==> config.mk <==
export PLATFORM = sky130hd
export DESIGN_NAME = hazard_stall_controller
export DESIGN_NICKNAME = d
export VERILOG_FILES = /design/src/rtl/hazard_stall_controller.sv
export SDC_FILE = /design/constraint.sdc
export NUM_CORES = 1
export LEC_CHECK = 0
export BUFFER_PORTS_ARGS = -buffer_cell sky130_fd_sc_hd__buf_2
export CAP_MARGIN = 20
export CORE_MARGIN = 1
export CORE_UTILIZATION = 50
export DETAILED_ROUTE_END_ITERATION = 8
export GPL_TIMING_DRIVEN = 0
export PLACE_DENSITY = 0.79
export SYNTH_ARGS = -nofsm -noshare
export SYNTH_HDL_FRONTEND = slang
export SYNTH_SLANG_ARGS = --single-unit
==> constraint.sdc <==
create_clock -name clk_i -period 6.35 [get_ports clk_i]
set_input_delay 0.9525 -clock clk_i [delete_from_list [all_inputs] [get_ports clk_i]]
set_output_delay 0.9525 -clock clk_i [all_outputs]
set_load 0.05 [all_outputs]
==> src/rtl/hazard_stall_controller.sv <==
// hazard_stall_controller: load-use stall sequencing, control-flow flushes and
// saturating stall/flush statistics for the PC, IF/ID and ID/EX registers.
module hazard_stall_controller #(
   parameter int unsigned LOAD_STALL_CYCLES = 1  // bubbles per load-use hazard, 1..15
) (
   input  logic        clk_i,
   input  logic        reset_i,            // synchronous, active-high
   input  logic [31:0] id_instruction_i,
   input  logic [1:0]  ex_mem_read_i,
   input  logic [4:0]  ex_write_reg_i,
   input  logic        ex_branch_taken_i,
   input  logic        id_jump_i,
   input  logic        id_jump_return_i,
   output logic        pc_write_o,
   output logic        if_id_write_o,
   output logic        if_id_flush_o,
   output logic        id_ex_flush_o,
   output logic        stall_state_o,
   output logic [31:0] stall_count_o,
   output logic [31:0] flush_count_o
);

   typedef enum logic {
      ST_RUN   = 1'b0,
      ST_STALL = 1'b1
   } state_e;

   // Cycles still to hold once the STALL state is entered (the RUN cycle that
   // detected the hazard already counts as the first one).
   localparam logic [3:0] RELOAD = 4'(LOAD_STALL_CYCLES - 1);

   state_e      state_q, state_d;
   logic [3:0]  remaining_q, remaining_d;
   logic [31:0] stall_count_q, stall_count_d;
   logic [31:0] flush_count_q, flush_count_d;

   logic [4:0]  id_rs, id_rt;
   logic        haz;
   logic        unused_instr_bits;

   assign id_rs = id_instruction_i[25:21];
   assign id_rt = id_instruction_i[20:16];
   assign unused_instr_bits = ^{id_instruction_i[31:26], id_instruction_i[15:0]};

   // Load in EX writes a register that the instruction in ID reads.
   assign haz = (ex_mem_read_i != 2'b00) && (ex_write_reg_i != 5'd0) &&
                ((ex_write_reg_i == id_rs) || (ex_write_reg_i == id_rt));

   // Priority chain: reset, taken branch, ongoing stall, new hazard, jump, normal.
   always_comb begin
      // NOTE: every output and next-state signal gets a default first so no
      // path through the branches below can leave one unassigned (no latches).
      pc_write_o    = 1'b1;
      if_id_write_o = 1'b1;
      if_id_flush_o = 1'b0;
      id_ex_flush_o = 1'b0;
      state_d       = state_q;
      remaining_d   = remaining_q;

      if (reset_i) begin
         pc_write_o    = 1'b0;
         if_id_write_o = 1'b0;
         if_id_flush_o = 1'b1;
         id_ex_flush_o = 1'b1;
         state_d       = ST_RUN;
         remaining_d   = 4'd0;
      end else if (ex_branch_taken_i) begin
         // Wrong-path squash; also aborts any stall in progress.
         if_id_flush_o = 1'b1;
         id_ex_flush_o = 1'b1;
         state_d       = ST_RUN;
         remaining_d   = 4'd0;
      end else if (state_q == ST_STALL) begin
         pc_write_o    = 1'b0;
         if_id_write_o = 1'b0;
         id_ex_flush_o = 1'b1;
         remaining_d   = remaining_q - 4'd1;
         if (remaining_q == 4'd1) begin
            state_d = ST_RUN;
         end
      end else if (haz) begin
         pc_write_o    = 1'b0;
         if_id_write_o = 1'b0;
         id_ex_flush_o = 1'b1;
         if (LOAD_STALL_CYCLES > 1) begin
            state_d     = ST_STALL;
            remaining_d = RELOAD;
         end
      end else if (id_jump_i || id_jump_return_i) begin
         // A jr waiting on a load lands here only after its stall has cleared.
         if_id_flush_o = 1'b1;
      end
   end

   // Saturating statistics: count held-PC cycles and flush cycles.
   always_comb begin
      stall_count_d = stall_count_q;
      flush_count_d = flush_count_q;
      if (!pc_write_o && (stall_count_q != 32'hFFFF_FFFF)) begin
         stall_count_d = stall_count_q + 32'd1;
      end
      if ((if_id_flush_o || id_ex_flush_o) && (flush_count_q != 32'hFFFF_FFFF)) begin
         flush_count_d = flush_count_q + 32'd1;
      end
   end

   // State, stall countdown and counters; reset sampled on the clock edge.
   always_ff @(posedge clk_i) begin
      // NOTE: sequential state uses non-blocking assignments so every register
      // samples the pre-edge values regardless of statement order.
      if (reset_i) begin
         state_q       <= ST_RUN;
         remaining_q   <= 4'd0;
         stall_count_q <= 32'd0;
         flush_count_q <= 32'd0;
      end else begin
         state_q       <= state_d;
         remaining_q   <= remaining_d;
         stall_count_q <= stall_count_d;
         flush_count_q <= flush_count_d;
      end
   end

   assign stall_state_o = (state_q == ST_STALL);
   assign stall_count_o = stall_count_q;
   assign flush_count_o = flush_count_q;

endmodule

## Yosys cells after proc, flatten, opt, wreduce, memory -nomap -nowiden

Cells that the tools add are included.

- Flip-flop bits (word level): 69
- Logic and storage cells: 39
- Output and inout bits: 69
- Input bits: 44

- Add/subtract/negate cells: 3
- Equal/unequal tests: 5
- Bitwise operators: 1
- Reduce and logical (&&, ||, !) cells: 12
- Mux-type cells: 14

Operators with widths:

| operator | count |
|---|---|
| adder 32 x 1 -> 32 bit (second input constant) | 2 |
| != test 32 bit (second input constant) | 2 |
| 2-to-1 mux 1 bit | 14 |
| == test 5 bit | 2 |
| nonzero test 5 bit | 1 |
| == test 4 x 1 -> 1 bit (second input constant) | 1 |
| logical AND 1 bit | 4 |
| subtractor 4 x 1 -> 4 bit (second input constant) | 1 |
| logical OR 1 bit | 3 |
| OR reduction 3 bit | 1 |
| nonzero test 2 bit | 1 |
| OR reduction 2 bit | 1 |
| logical NOT 1 bit | 1 |
| NOT 1 bit | 1 |

## Longest topological paths before layout

- Depth in word-level cells: 9
- Mapped depth: 9
- Gate-level depth less buffers: 8

## Worst setup path before layout

OpenSTA, ideal clock, no wires.

- Path type: input to output
- From: input port ex_write_reg_i[1]
- To: output port if_id_flush_o
- Path buffers: 0
- Required time: 5.398 ns
- Path slack: 2.229 ns
- Arrival: 3.168 ns
- Cell stages on the path: 5
- Path through: or4_1 > o22a_1 > a21oi_1 > inv_1 > o21ai_0

- Word-level cells in the longest chain between the ends: 7
- Elaborated cells on any way between the ends: 10
- Classes of those cells: eq/ne: 2; mux: 4; reduce/logical: 4

RTL lines:

| what | line | RTL |
|---|---|---|
| start: declaration | 10 | `input logic [4:0] ex_write_reg_i,` |
| == test 5 bit / nonzero test 5 bit (equally long branches) | 47, 46 |  |
| logical OR 1 bit / logical AND 1 bit (equally long branches) | 47, 46 |  |
| logical AND 1 bit * | 46 | `assign haz = (ex_mem_read_i != 2'b00) && (ex_write_reg_i != 5'd0) &&` |
| 2-to-1 mux 1 bit * | 81 | `end else if (haz) begin` |
| 2-to-1 mux 1 bit * | 73 | `end else if (state_q == ST_STALL) begin` |
| 2-to-1 mux 1 bit * | 67 | `end else if (ex_branch_taken_i) begin` |
| 2-to-1 mux 1 bit * | 60 | `if (reset_i) begin` |
| end: declaration | 16 | `output logic if_id_flush_o,` |

Every way passes the cells marked *; elsewhere a longest branch is shown, timed or not.

## Worst setup path in the final report

- From: input port ex_write_reg_i[1]
- To: output port pc_write_o

- Word-level cells in the longest chain between the ends: 7
- Elaborated cells on any way between the ends: 10
- Classes of those cells: eq/ne: 2; mux: 4; reduce/logical: 4

RTL lines:

| what | line | RTL |
|---|---|---|
| == test 5 bit / nonzero test 5 bit (equally long branches) | 47, 46 |  |
| logical OR 1 bit / logical AND 1 bit (equally long branches) | 47, 46 |  |
| logical AND 1 bit * | 46 |  |
| 2-to-1 mux 1 bit * | 81 |  |
| 2-to-1 mux 1 bit * | 73 |  |
| 2-to-1 mux 1 bit * | 67 |  |
| 2-to-1 mux 1 bit * | 60 |  |
| end: declaration | 14 | `output logic pc_write_o,` |

Marks and branches as above.

==> results_dict.tcl <==
set metrics [dict create \
    outcome "finished, final reports clean" \
    grt_start_max_net_pins 11 \
    fillCellCount 652 \
    async_sr_flop_fraction_pct 0 \
    ys.warnings.count 0 \
    hold_violations 0 \
    timing.critical_path.max_delay_family "buffers and inverters" \
    globalRoute.busiestLayer "met2" \
    p_leak_uw 0.00177 \
    crit_chain "buf_2 -> or4_1 -> o22a_1 -> a31o_2 -> clkbuf_1 -> nor2_1 -> buf_4 -> buf_2" \
    cp_num_buf_inv 4 \
    skew_ns 0.00771 \
    clock_sinks 69 \
    timing.critical_path.to_type "output port" \
    core_area_um2 6830 \
    crit_required_ns 5.40 \
    timing.final.max_slew_violations 0 \
    ys_seq_elements 69 \
    drive_above_1_share_pct 22.1 \
    timing.rr.start "stall_count_o[0]$_SDFFE_PP0P_" \
    critPathMostFrequentCell "buf_2" \
    crit_arrival_ns 2.99 \
    syn-cell-area_um2 3570 \
    drt_pass1_iterations 4 \
    critical-path-max-stage-delay_ns 0.53 \
    max_clock_freq_mhz 253 \
    cell_total_after_placement 620 \
    period_minus_slack_ns 3.95 \
    rows 30 \
    max_cap_violation_count 0 \
    holdCritPathClass "reg -> reg" \
    count_of_flip_flops_with_a_built_in_enable_after_synthesis 0 \
    finish.net_count 583 \
    tritoncts.num_buffers 9 \
    remaining_antenna_violation_count 0 \
    first_global_vias 3110 \
    ir_drop_v 0.000114 \
    gp_routability_congestion 0.892 \
    grt_first_pass_wirelength_um 13900 \
    clock_insertion_delay_worst_skew_ns 0.33 \
    seq_area_frac_synth_pct 38.7 \
    worstHoldPathCells 2 \
    detail_route.wl_per_cell_um 13.5 \
    groute.layer.met1.usage_pct 27.8 \
    setup_viol 0 \
    postSynthAreaPerCell_um2 8.23 \
    grt_use_total_pct 23.3 \
    critPathKind "in -> out" \
    fp.dieArea_um2 7490 \
    cts-root-to-sink-buffers 2 \
    critical_path_fanout_max 10 \
    ratio_of_routed_vias_to_standard_cells 5.38 \
    crit_start "ex_write_reg_i[1]" \
    timing.reg2reg.worst_path_depth 8 \
    crit-reg2reg-capture "stall_count_o[4]$_SDFFE_PP0P_" \
    cp_slowest_cell "or4_1" \
    htree_levels 3 \
    ctsRootBufferMaster "clkbuf_8" \
    post_cts_hold_buffer_count 0 \
    worst_setup_hold_path_clk_slew_ns 0.06 \
    antenna_found_initial 0 \
    grt_setup_unrepaired "no" \
    chipWidth_um 86.5 \
    postCtsSetupRepairBufs 0 \
    tritoncts_clock_tree "built" \
    floorplan.initialDensity_pct 52.3 \
    critical_path.startpoint_type "input port" \
    die_height_um 86.5 \
    timing.setup.tns_ns 0 \
    tightest_slew_ns 0.712 \
    slew-limit-headroom_pct 52.3 \
    worst_reg2reg_setup_slack_ns 3.86 \
    dp_hpwl_um 6360 \
    routed_wirelength_um 8530 \
    insertedDiodeCount 0 \
    cts.repair.resized 0 \
    placement.io_buffers 90 \
    grt.overflow.total 0 \
    final_cell_count_no_fill 634 \
    ys_types 48 \
    area_growth_syn_to_layout_pct 21.1 \
    synth_nets 482 \
    crit_cells 8 \
    m2_gr_usage_pct 42.0 \
    critPathCapture "pc_write_o" \
    synth_cells 434 \
    power.density_cell_area_nw_per_um2 190 \
    ys.flop_type "dfxtp_1" \
    layout_worst_path_cycle_share_pct 62.1 \
    vias 3412 \
    drt_first_iter_violations 135 \
    drcViolationCount 0 \
    met3_track_demand_over_resource_in_global_routing_pct 5.33 \
    num_io_pins 113 \
]
==> layer usage <==
metal / up-vias / wire [um]
li1: 1691 / -
met4: 0 / 59
met1: 1594 / 3730
met3: 8 / 542
met2: 119 / 4200
met5: - / 0
==> through the flow <==
stage	total power, uW	worst slack [ns]	instance area, um2	utilization [%]	hold slack (ns)
6_report	824	2.40	4330	63.3	0.497
4_1_cts	833	2.40	4330	63.3	0.497
2_1_floorplan	484	2.23	3570	-	0.469
3_3_place_gp	503	2.42	4140	60.6	0.477
3_5_place_dp	504	2.41	4140	60.6	0.486
5_1_grt	858	2.31	4330	63.3	0.526
==> Yosys cell counts (2+ instances only) <==
library cell	n	area, um2
xor2_1	41	359
a31o_2	2	17.5
dfxtp_1	69	1380
ha_1	4	50.1
a31oi_1	2	12.5
or4_1	3	22.5
xnor2_1	27	236
nand2_1	26	97.6
buf_2	2	10.0
buf_1	2	7.51
nand2b_1	2	12.5
nor4_1	5	31.3
o21ai_0	3	15.0
nor3b_1	2	15.0
nand4_1	22	138
inv_1	9	33.8
nor3_1	8	40.0
clkbuf_1	13	48.8
nand3_1	38	190
and3_1	17	106
or3_1	6	37.5
and4_1	3	26.3
o31ai_1	2	15.0
a21oi_1	9	45.0
or3_4	2	22.5
and2_1	5	31.3
nand3b_1	4	30.0
nor2_1	82	308
nor2b_1	5	31.3
==> cell families after synthesis <==
family	count (synthesis)	share of synthesized area (%)
mux	1	0.315
compound gates	24	4.31
simple gates	241	35.6
buf+inv	27	3.01
flops	69	38.7
fa+ha+maj	4	1.40
xor+xnor	68	16.7
==> tightest hold or removal path, delay by kind of cell, from the launching register on <==
kind / cells / cell delay [ns]
compound gates: 2 / 0.12
flops: 1 / 0.33
==> cells in the final DEF, fill, tap and decap left out, types with 3 or more instances in the layout <==
cell,n
buf_2,92
nor2_1,82
dfxtp_1,69
xor2_1,41
nand3_1,38
xnor2_1,27
nand2_1,26
nand4_1,22
and3_1,17
clkbuf_1,13
clkbuf_8,13
inv_1,9
a21oi_1,9
nor3_1,8
or3_1,6
nor2b_1,5
and2_1,5
nor4_1,5
nand3b_1,4
ha_1,4
or4_1,3
o21ai_0,3
and4_1,3
==> worst min path at each step <==
stage / start / to / slack [ns]
detailed placement: remaining_q[1]$_SDFFE_PP0P_ / remaining_q[1]$_SDFFE_PP0P_ / 0.49
CTS: flush_count_o[1]$_SDFFE_PP0P_ / flush_count_o[1]$_SDFFE_PP0P_ / 0.50
finish: flush_count_o[30]$_SDFFE_PP0P_ / flush_count_o[30]$_SDFFE_PP0P_ / 0.50
global placement: flush_count_o[30]$_SDFFE_PP0P_ / flush_count_o[30]$_SDFFE_PP0P_ / 0.48
global route: flush_count_o[30]$_SDFFE_PP0P_ / flush_count_o[30]$_SDFFE_PP0P_ / 0.53
floorplan: remaining_q[1]$_SDFFE_PP0P_ / remaining_q[1]$_SDFFE_PP0P_ / 0.47
==> registers in the layout, indices dropped and copies added, names as in the netlist <==
name / count
stall_count_o: 32
stall_state_o: 1
flush_count_o: 32
remaining_q: 4
==> final cells by class <==
cell class                 count  area [um2]  share of cell area [%]
timing repair buffer          90         450                    10.4
multi-input combinational    338        2080                    48.1
clock inverter                 1        5.00                   0.116
tap                           96         120                    2.78
buffer                        18        73.8                    1.71
clock buffer                  13         179                    4.14
sequential                    69        1380                    31.9
inverter                       9        33.8                   0.781
==> report_power, final <==
part	switching, uW	leakage [uW]	internal [uW]
sequential	2.80	0.000556	435
clock	150	0.0000974	180
combinational	38.0	0.00112	18.3
total	191	0.00177	633
No activity file was read; power rests on OpenSTA's default activity.
